**src/rtl/cpu_pkg.sv**
```systemverilog
// Shared types for the 8-bit pipelined CPU: opcodes, execute-stage state
// and the EX/MEM pipeline register layout.
package cpu_pkg;

   localparam int DW_DEF = 8;
   localparam int RW_DEF = 4;

   typedef enum logic [3:0] {
      OP_ADD  = 4'd0,
      OP_SUB  = 4'd1,
      OP_AND  = 4'd2,
      OP_OR   = 4'd3,
      OP_XOR  = 4'd4,
      OP_SLL  = 4'd5,
      OP_SRL  = 4'd6,
      OP_LW   = 4'd7,
      OP_SW   = 4'd8,
      OP_BEQ  = 4'd9,
      OP_BNE  = 4'd10,
      OP_JMP  = 4'd11,
      OP_SLT  = 4'd12,
      OP_MOV  = 4'd13,
      OP_NOP  = 4'd14,
      OP_HALT = 4'd15
   } opcode_t;

   typedef enum logic {
      RUN    = 1'b0,
      HALTED = 1'b1
   } execState_t;

   // EX/MEM register contents; field widths follow the default datapath.
   typedef struct packed {
      logic              valid;
      logic [DW_DEF-1:0] alu;
      logic [DW_DEF-1:0] storeData;
      logic [RW_DEF-1:0] rd;
      logic              writemem;
      logic              readmem;
      logic              regwrite;
   } exMem_t;

endpackage

```
**src/rtl/ex_alu.sv**
```systemverilog
// Combinational ALU of the execute stage: arithmetic/logic result or
// memory address, plus the operand-equality bit used for branches.
module ex_alu
   import cpu_pkg::*;
#(
   parameter int DW = DW_DEF
) (
   input  logic [3:0]    opcode,
   input  logic [DW-1:0] a,
   input  logic [DW-1:0] b,
   input  logic          signFlag,
   output logic [DW-1:0] result,
   output logic          equal
);

   opcode_t op;
   logic    lessThan;

   assign op    = opcode_t'(opcode);
   assign equal = (a == b);

   // Result select; SLT compares as signed or unsigned depending on the flag.
   always_comb begin
      result   = '0;
      lessThan = signFlag ? ($signed(a) < $signed(b)) : (a < b);
      case (op)
         OP_ADD:        result = a + b;
         OP_SUB:        result = a - b;
         OP_AND:        result = a & b;
         OP_OR:         result = a | b;
         OP_XOR:        result = a ^ b;
         OP_SLL:        result = a << b[2:0];
         OP_SRL:        result = a >> b[2:0];
         OP_LW, OP_SW:  result = a + b;
         OP_SLT:        result = {{(DW-1){1'b0}}, lessThan};
         OP_MOV:        result = b;
         default:       result = '0;
      endcase
   end

endmodule

```
**src/rtl/ex_stage.sv**
```systemverilog
// Execute stage: operand forwarding, ALU, branch resolution, load-use
// interlock, halt FSM and the EX/MEM pipeline register.
module ex_stage
   import cpu_pkg::*;
#(
   parameter int DW = DW_DEF,
   parameter int RW = RW_DEF
) (
   input  logic          clk,
   input  logic          rst_n,
   input  logic          in_valid_i,
   input  logic [3:0]    opcode_i,
   input  logic [DW-1:0] value_i,
   input  logic [RW-1:0] rs_i,
   input  logic [RW-1:0] rt_i,
   input  logic [RW-1:0] rd_i,
   input  logic          label_flag_i,
   input  logic          imm_flag_i,
   input  logic          sign_flag_i,
   input  logic [DW-1:0] label_value_i,
   input  logic          writemem_i,
   input  logic          readmem_i,
   input  logic          regwrite_i,
   input  logic [DW-1:0] rs_data_i,
   input  logic [DW-1:0] rt_data_i,
   input  logic          wb_regwrite_i,
   input  logic [RW-1:0] wb_rd_i,
   input  logic [DW-1:0] wb_data_i,
   output logic          stall_o,
   output logic          flush_o,
   output logic [DW-1:0] branch_target_o,
   output logic          halt_o,
   output logic          exm_valid_o,
   output logic [DW-1:0] exm_alu_o,
   output logic [DW-1:0] exm_store_data_o,
   output logic [RW-1:0] exm_rd_o,
   output logic          exm_writemem_o,
   output logic          exm_readmem_o,
   output logic          exm_regwrite_o
);

   execState_t    state, stateNext;
   exMem_t        exm;
   logic          flushPend;
   logic [DW-1:0] targetReg;
   opcode_t       op;
   logic [DW-1:0] fwdRs, fwdRt, opB, aluResult;
   logic          aluEq, ev, evIssue, taken, noWrite, loadHazard;
   logic          unusedLabelFlag;

   // The target is always taken from label_value_i; the decode flag is informational.
   assign unusedLabelFlag = label_flag_i;

   assign op = opcode_t'(opcode_i);

   // Newest producer wins: EX/MEM (non-load), then MEM/WB, then register file.
   function automatic logic [DW-1:0] fwd(input logic [RW-1:0] r, input logic [DW-1:0] rfData,
                                         input exMem_t e, input logic wbWe,
                                         input logic [RW-1:0] wbRd, input logic [DW-1:0] wbData);
      if (e.valid && e.regwrite && !e.readmem && e.rd == r) return e.alu;
      else if (wbWe && wbRd == r)                              return wbData;
      else                                                     return rfData;
   endfunction

   // Operand forwarding and B-operand select.
   always_comb begin
      fwdRs = fwd(rs_i, rs_data_i, exm, wb_regwrite_i, wb_rd_i, wb_data_i);
      fwdRt = fwd(rt_i, rt_data_i, exm, wb_regwrite_i, wb_rd_i, wb_data_i);
      opB   = imm_flag_i ? value_i : fwdRt;
   end

   ex_alu #(.DW(DW)) u_alu (
      .opcode   (opcode_i),
      .a        (fwdRs),
      .b        (opB),
      .signFlag (sign_flag_i),
      .result   (aluResult),
      .equal    (aluEq)
   );

   // A load in EX/MEM feeding rs, or rt when rt is actually read, must wait one cycle.
   assign loadHazard = exm.valid && exm.readmem &&
                       ((exm.rd == rs_i) || ((exm.rd == rt_i) && (!imm_flag_i || writemem_i)));
   assign flush_o    = flushPend && (state == RUN);
   assign stall_o    = rst_n && in_valid_i && loadHazard && (state == RUN) && !flush_o;
   assign ev         = in_valid_i && !flush_o && !stall_o && (state == RUN);
   assign evIssue    = ev && (op != OP_HALT);

   assign branch_target_o  = targetReg;
   assign exm_valid_o      = exm.valid;
   assign exm_alu_o        = exm.alu;
   assign exm_store_data_o = exm.storeData;
   assign exm_rd_o         = exm.rd;
   assign exm_writemem_o   = exm.writemem;
   assign exm_readmem_o    = exm.readmem;
   assign exm_regwrite_o   = exm.regwrite;

   // Branch resolution and register-write suppression by opcode.
   always_comb begin
      taken   = 1'b0;
      noWrite = 1'b0;
      case (op)
         OP_BEQ:           begin taken = ev && aluEq;  noWrite = 1'b1; end
         OP_BNE:           begin taken = ev && !aluEq; noWrite = 1'b1; end
         OP_JMP:           begin taken = ev;           noWrite = 1'b1; end
         OP_NOP, OP_HALT:  noWrite = 1'b1;
         default:          begin taken = 1'b0;         noWrite = 1'b0; end
      endcase
   end

   // Halt FSM next state and halt indication.
   always_comb begin
      stateNext = state;
      halt_o    = (state == HALTED);
      if (state == RUN && ev && op == OP_HALT) stateNext = HALTED;
   end

   // Halt FSM state register.
   always_ff @(posedge clk) begin
      if (!rst_n) state <= RUN;
      else        state <= stateNext;
   end

   // EX/MEM pipeline register, pending flush and captured branch target.
   always_ff @(posedge clk) begin
      if (!rst_n) begin
         exm       <= '0;
         flushPend <= 1'b0;
         targetReg <= '0;
      end else begin
         flushPend     <= taken;
         if (taken) targetReg <= label_value_i;
         exm.valid     <= evIssue;
         exm.writemem  <= evIssue && writemem_i;
         exm.readmem   <= evIssue && readmem_i;
         exm.regwrite  <= evIssue && regwrite_i && !noWrite;
         if (ev) begin
            exm.alu       <= aluResult;
            exm.storeData <= fwdRt;
            exm.rd        <= rd_i;
         end
      end
   end

endmodule

```
**config.mk**
```make
export PLATFORM = sky130hd
export DESIGN_NAME = ex_stage
export DESIGN_NICKNAME = d
export VERILOG_FILES = /design/src/rtl/cpu_pkg.sv /design/src/rtl/ex_alu.sv /design/src/rtl/ex_stage.sv
export SDC_FILE = /design/constraint.sdc
export NUM_CORES = 1
export LEC_CHECK = 0
export BUFFER_PORTS_ARGS = -buffer_cell sky130_fd_sc_hd__buf_2
export CAP_MARGIN = 20
export CORE_UTILIZATION = 30
export DETAILED_ROUTE_END_ITERATION = 10
export GPL_ROUTABILITY_DRIVEN = 0
export GPL_TIMING_DRIVEN = 0
export PLACE_DENSITY_LB_ADDON = 0.05
export SYNTH_ARGS = -nofsm -noshare
export SYNTH_HDL_FRONTEND = slang
export SYNTH_SLANG_ARGS = --single-unit
export TNS_END_PERCENT = 5
```
**constraint.sdc**
```tcl
create_clock -name clk -period 4.87 [get_ports clk]
set_input_delay 0.974 -clock clk [delete_from_list [all_inputs] [get_ports clk]]
set_output_delay 0.974 -clock clk [all_outputs]
set_load 0.005 [all_outputs]
```
==> impl_metrics.py, run 1 <==
metrics = {
    "run_status": {
        "status": "completed",
    },
    "layout": {
        "drive_gt1_share_pct": 25.2,
        "fin_nets": 710,
        "fin_area_sq_um": 4820,
        "antenna_cells": 0,
        "area_growth_pct": 26.8,
        "final_cell_count_no_fill": 783,
    },
    "pwr": {
        "p_sw_uw": 384,
        "powerDensity_nw_per_um2": 228,
        "p_leak_uw": 0.00214,
        "p_clk_share_pct": 31.8,
        "swShare_pct": 35.0,
        "comb_power_share_pct": 40.2,
        "seq_power_share_pct": 27.9,
        "vdd_drop_max_mv": 0.211,
        "power.internal_uw": 713,
        "finalPower_uw": 1100,
    },
    "clocking": {
        "clk_pin_slew_ns": 0.05,
        "cts.sinks": 34,
        "holdBufCountCts": 0,
        "clk_latency_ns": 0.27,
        "numCtsBuffers": 5,
        "clock-root-buffer": "clkbuf_16",
        "cts_tree": "done",
        "htree_levels": 2,
        "cts_buffer_depth": 2,
    },
    "yosys": {
        "synth_edf_count": 0,
        "yosysMostFrequentCell": "nor2_1",
        "synth.largest_area_cell": "dfxtp_1",
        "async_reset_ff_share_pct": 0,
        "ys_top_cells_by_count": "nor2_1 (53), nand2_1 (42), dfxtp_1 (34)",
        "syn_nets": 600,
        "yosysSeqAreaShare_pct": 17.9,
        "ys_seq_elements": 34,
        "syn-cell-area_sq_um": 3800,
        "synth_cell_types": 75,
        "yosysTopAreaCellShare_pct": 17.9,
        "synthCells": 504,
        "synth_area_leaders": "dfxtp_1 (18%), mux2i_1 (8.4%), ha_1 (8.2%), nor2_1 (5.2%), nand2_1 (4.2%)",
        "yosys_warnings": 0,
        "synth.avg_cell_area_sq_um": 7.54,
        "synth_flop_cell": "dfxtp_1",
    },
    "routing": {
        "drtPass1Iterations": 5,
        "finalWirelength_mm": 15.1,
        "vias_per_cell": 5.49,
        "remaining_drc_errors": 0,
        "ant_nets": 0,
        "wire_per_inst_microns": 19.3,
        "drt_iter0_markers": 318,
        "num_vias": 4301,
    },
    "timing": {
        "period_minus_slack_ns": 4.66,
        "hold_viol": 0,
        "slew-limit-headroom_pct": 32.8,
        "finalWorstSetupSlack_ns": 0.205,
        "fin_tns_setup_ns": 0,
        "fin_crit_sh_pct": 95.8,
        "tightest_slew_ns": 1.00,
        "setup_violations": 0,
        "rsz0062_at_grt": "true",
        "slew_viol_final": 0,
        "finalClockSkew_ns": 0.00432,
        "fmax_ghz": 0.214,
    },
    "floorplanning": {
        "die_area_sq_um": 13100,
        "die_y_microns": 115,
        "initial_core_util_pct": 31.2,
        "fp.dieW_microns": 115,
        "ios": 105,
        "rows": 40,
        "core-area_sq_um": 12200,
    },
    "grt": {
        "grt_first_pass_wirelength_mm": 23.0,
        "grt_pass1_vias": 4096,
        "gr-total-overflow": 0,
        "grt_max_degree": 12,
        "antenna_found_initial": 0,
        "grt_usage_pct": 23.1,
    },
    "min_path": {
        "hold_class": "flop to flop",
    },
    "worst_setup_path": {
        "arrival_ns": 4.82,
        "cp-start-kind": "input pin",
        "slowest_stage": "fa_1",
        "cp_max_fo": 11,
        "required_ns": 5.02,
        "critPathKind": "input pin to flop",
        "crit_chain": "buf_2, xnor2_2, nand3_2, nor2_4, a211oi_1, o31a_1, inv_1, buf_2, ha_1, inv_1, fa_1, o21bai_1, a21o_1, o21ai_0, nand2_1, o2111ai_1, a31oi_1, nand4_1, o311a_1",
        "end_kind": "flop",
        "slowest_delay_ns": 0.46,
    },
    "placement": {
        "placed_area_sq_um": 4520,
        "dp.cells": 774,
        "pre_cts_ws_ns": -0.575,
        "io_buffer_count": 102,
        "hpwl_mm": 12.2,
    },
    "flow_run": {
        "cap_violations": 0,
    },
}
-- area by class of cell --
cell class / instances / area (sq um)
clock buffer: 7 / 133
buffer: 24 / 118
tap: 168 / 210
timing repair buffer: 103 / 518
fill: 1346 / 7350
multi-input combinational: 417 / 3020
inverter: 29 / 111
clock inverter: 1 / 30.0
sequential: 34 / 681
-- path summary, 6_finish.rpt --
check | from | to | slack, ns | cells after the start
worst min register to register | branch_target_o[4] | branch_target_o[4] | 0.49 | 2
worst min-delay path | branch_target_o[4] | branch_target_o[4] | 0.49 | 2
worst max register to register | exm_rd_o[3] | branch_target_o[5] | 0.62 | 13
worst max-delay path | rt_i[0] | exm_alu_o[4] | 0.21 | 19
-- through the flow --
step                      utilization (%)  hold WS, ns
final                                39.6        0.487
after global routing                 39.6        0.537
after CTS                            38.8        0.494
after detailed placement             37.2        0.482
after global placement               37.2        0.470
after floorplan                         -        0.483
-- critical path, delay by kind of cell --
kind / cells / cell delay (ns)
AOI/OAI and AO/OA: 8 / 1.68
adders and majority gates: 2 / 0.69
buffers and inverters: 4 / 0.67
and+or+nand+nor: 4 / 0.62
xor gates and xnor gates: 1 / 0.18
-- power groups by stage --
stage	logic, uW	clock network [uW]	registers (uW)
final	442	349	307
after global routing	483	373	308
after detailed placement	420	0	313
after CTS	428	360	307
after global placement	423	0	312
after floorplan	279	0	310
-- sequential cells by signal (all words and copies together), names as in the netlist --
| signal | cells |
|---|---|
| branch_target_o | 8 |
| exm_alu_o | 8 |
| exm_rd_o | 4 |
| exm_readmem_o | 1 |
| exm_regwrite_o | 1 |
| exm_store_data_o | 8 |
| exm_valid_o | 1 |
| exm_writemem_o | 1 |
| flushPend | 1 |
| halt_o | 1 |
-- cell usage in the layout (no fill, tap or decap), drive strengths merged, types with 4 or more instances in the layout --
cell,instances
nand2b,6
a21oi,25
nor3,21
xnor2,19
a221oi,6
and2,6
o311a,4
o21ai,33
buf,110
o22ai,5
nor2b,7
and3,4
nor2,54
o31ai,5
a31oi,10
nand2,43
nand3,19
mux2,5
a211oi,4
dfxtp,34
inv,29
mux2i,32
ha,25
nand4,8
o211ai,7
a311oi,4
a21o,9
o221ai,4
clkbuf,24
-- per-layer routing --
metal	vias to the layer above	part of all wire, %	global-route usage (%)
met5	-	0	0
met2	139	48	38.8
met4	0	0.21	2.86
met3	4	4.7	2.49
met1	2075	47	32.4
li1	2083	-	-
-- what timing repair did --
| action | in CTS | in global routing |
|---|---|---|
| buffers inserted | 1 | 0 |
| gates resized for setup | 11 | 18 |
| cloned | 0 | 0 |
| setup endpoints to repair | 12 | 11 |
| pin swaps | 0 | 1 |
-- logic make-up after synthesis --
kind of cell,count (synthesis),synth area share (%)
flip-flops,34,17.9
AO/OA/AOI/OAI,145,26.5
adder cells (fa/ha/maj),27,9.03
buffers and inverters,53,5.86
XOR/XNOR,22,5.67
AND/OR/NAND/NOR,184,23.9
multiplexers,39,11.1
Note: power is estimated with default switching activity, not from simulation.
==> run 2, diff against run 1 <==
- BUFFER_PORTS_ARGS: -buffer_cell sky130_fd_sc_hd__buf_2 -> -buffer_cell sky130_fd_sc_hd__clkbuf_2
==> run 2 against run 1 <==
Against the previous run: total power is 3.1% lower; final cell count up 0.26%; critical path depth decreased by 3; clock-buffer cell count unchanged; sequential cell count unchanged; cell area is 0.29% lower; via count decreased by 0.14%; highest routed layer unchanged; combinational power hardly changed.
==> impl_metrics.py, run 2 (same netlist as run 1, synthesis figures left out) <==
metrics = {
    "run_status": {
        "status": "completed",
    },
    "clocking": {
        "cts_buffer_depth": 2,
        "clk_latency_ns": 0.27,
        "holdBufCountCts": 0,
        "cts_tree": "done",
        "clk_pin_slew_ns": 0.05,
        "clock-root-buffer": "clkbuf_16",
        "cts.sinks": 34,
        "numCtsBuffers": 5,
        "htree_levels": 2,
    },
    "layout": {
        "drive_gt1_share_pct": 26.1,
        "fin_nets": 712,
        "layout_common_cells": "clkbuf_2 (102), nor2_1 (51), nand2_1 (42)",
        "area_growth_pct": 26.4,
        "mostFrequentLayoutCell": "clkbuf_2",
        "antenna_cells": 0,
        "final_cell_count_no_fill": 785,
    },
    "timing": {
        "hold_viol": 0,
        "period_minus_slack_ns": 4.60,
        "rsz0062_at_grt": "false",
        "fin_crit_sh_pct": 94.5,
        "finalClockSkew_ns": 0.00241,
        "slew-limit-headroom_pct": 34.7,
        "tightest_slew_ns": 0.973,
        "slew_viol_final": 0,
        "fmax_ghz": 0.217,
        "setup_violations": 0,
    },
    "routing": {
        "remaining_drc_errors": 0,
        "ant_nets": 0,
        "num_vias": 4295,
        "wire_per_inst_microns": 19.1,
        "vias_per_cell": 5.47,
        "drt_iter0_markers": 379,
        "finalWirelength_mm": 15.0,
        "drtPass1Iterations": 5,
    },
    "floorplanning": {
        "core-area_sq_um": 12200,
        "die_area_sq_um": 13100,
        "ios": 105,
        "rows": 40,
        "fp.dieW_microns": 115,
        "initial_core_util_pct": 31.2,
        "die_y_microns": 115,
    },
    "worst_setup_path": {
        "required_ns": 5.02,
        "cp-start-kind": "input pin",
        "worstRegToRegCells": 16,
        "crit_cells": 16,
        "crit_chain": "clkbuf_2, xnor2_2, nand3_2, nor2_4, buf_4, mux2i_1, o21ai_0, mux2_2, ha_1, or4_1, nand4bb_4, mux2i_1, or4b_1, buf_2, mux2i_1, nor2_1",
        "crit_path_frequent_cell": "mux2i_1",
        "slowest_delay_ns": 0.57,
        "r2r_slack_ns": 0.65,
        "crit_family": "simple AND/OR/NAND/NOR gates",
        "cp_max_fo": 9,
        "critPathKind": "input pin to flop",
        "end_kind": "flop",
        "slowest_stage": "or4_1",
        "arrival_ns": 4.75,
        "critPathBufInv": 3,
    },
    "grt": {
        "antenna_found_initial": 0,
        "gr-total-overflow": 0,
        "grt_max_degree": 12,
        "grt_first_pass_wirelength_mm": 23.0,
        "grt_pass1_vias": 4182,
        "grt_usage_pct": 23.0,
    },
    "pwr": {
        "finalPower_uw": 1060,
        "vdd_drop_max_mv": 0.117,
        "p_leak_uw": 0.00215,
        "powerDensity_nw_per_um2": 222,
    },
    "placement": {
        "io_buffer_count": 102,
        "hpwl_mm": 12.1,
        "dp.cells": 774,
    },
    "min_path": {
        "min_path_cells": 2,
        "hold_class": "flop to flop",
    },
    "flow_run": {
        "cap_violations": 0,
    },
}
## run 2: worst paths after layout
path,end,start
max,branch_target_o[1],wb_rd_i[2]
min,branch_target_o[2],branch_target_o[2]
max reg2reg,exm_alu_o[7],exm_rd_o[3]
min reg2reg,branch_target_o[2],branch_target_o[2]
## run 2: power breakdown
part / internal [uW] / switching, uW
Combinational: 180 / 262
Clock: 202 / 111
Sequential: 293 / 14.7
Total: 675 / 389
## run 2: cell type report
type	count	area (sq um)
fillers	1332	7360
multi-input cells	417	2990
flip-flops and latches	34	681
repair buffers	107	548
well taps	168	210
clock buffers	7	143
inverters	29	111
plain buffers	22	110
clock inverters	1	5.00
## run 2: per-layer routing
metal	share of wire [%]	vias to the layer above	GRT usage, %
met5	0	-	0
met4	1.2	0	4.42
met3	5.0	15	2.38
met2	46	143	38.1
met1	48	2047	32.4
li1	-	2090	-
## run 2: stage by stage
| stage | util [%] | setup TNS [ns] | hold WS [ns] | worst slack [ns] | area, sq um |
|---|---|---|---|---|---|
| floorplan | - | 0 | 0.483 | 0.601 | 3800 |
| global placement | 37.2 | -6.05 | 0.478 | -0.532 | 4520 |
| detailed placement | 37.2 | -5.47 | 0.484 | -0.501 | 4520 |
| CTS | 38.6 | 0 | 0.497 | 0.00385 | 4700 |
| global route | 39.5 | 0 | 0.540 | 0.0243 | 4800 |
| finish | 39.5 | 0 | 0.497 | 0.268 | 4800 |
## run 2: worst register-to-register path, cell delays in order (launching register included)
cell	delay, ns
dfxtp_1	0.43
xnor2_1	0.15
nand4_1	0.11
buf_4	0.17
or2_4	0.25
a31oi_1	0.30
mux2i_2	0.28
buf_2	0.28
ha_1	0.45
o21bai_1	0.17
a21o_1	0.23
a2111oi_0	0.41
nor3_1	0.15
xnor2_1	0.17
nor2_1	0.07
a211oi_1	0.30
a311oi_1	0.14
## run 2: timing repair
item | 4_1_cts | 5_1_grt
resized for setup | 11 | 16
endpoints found under the setup margin | 11 | 13
pin swaps | 0 | 3
setup buffers | 0 | 5
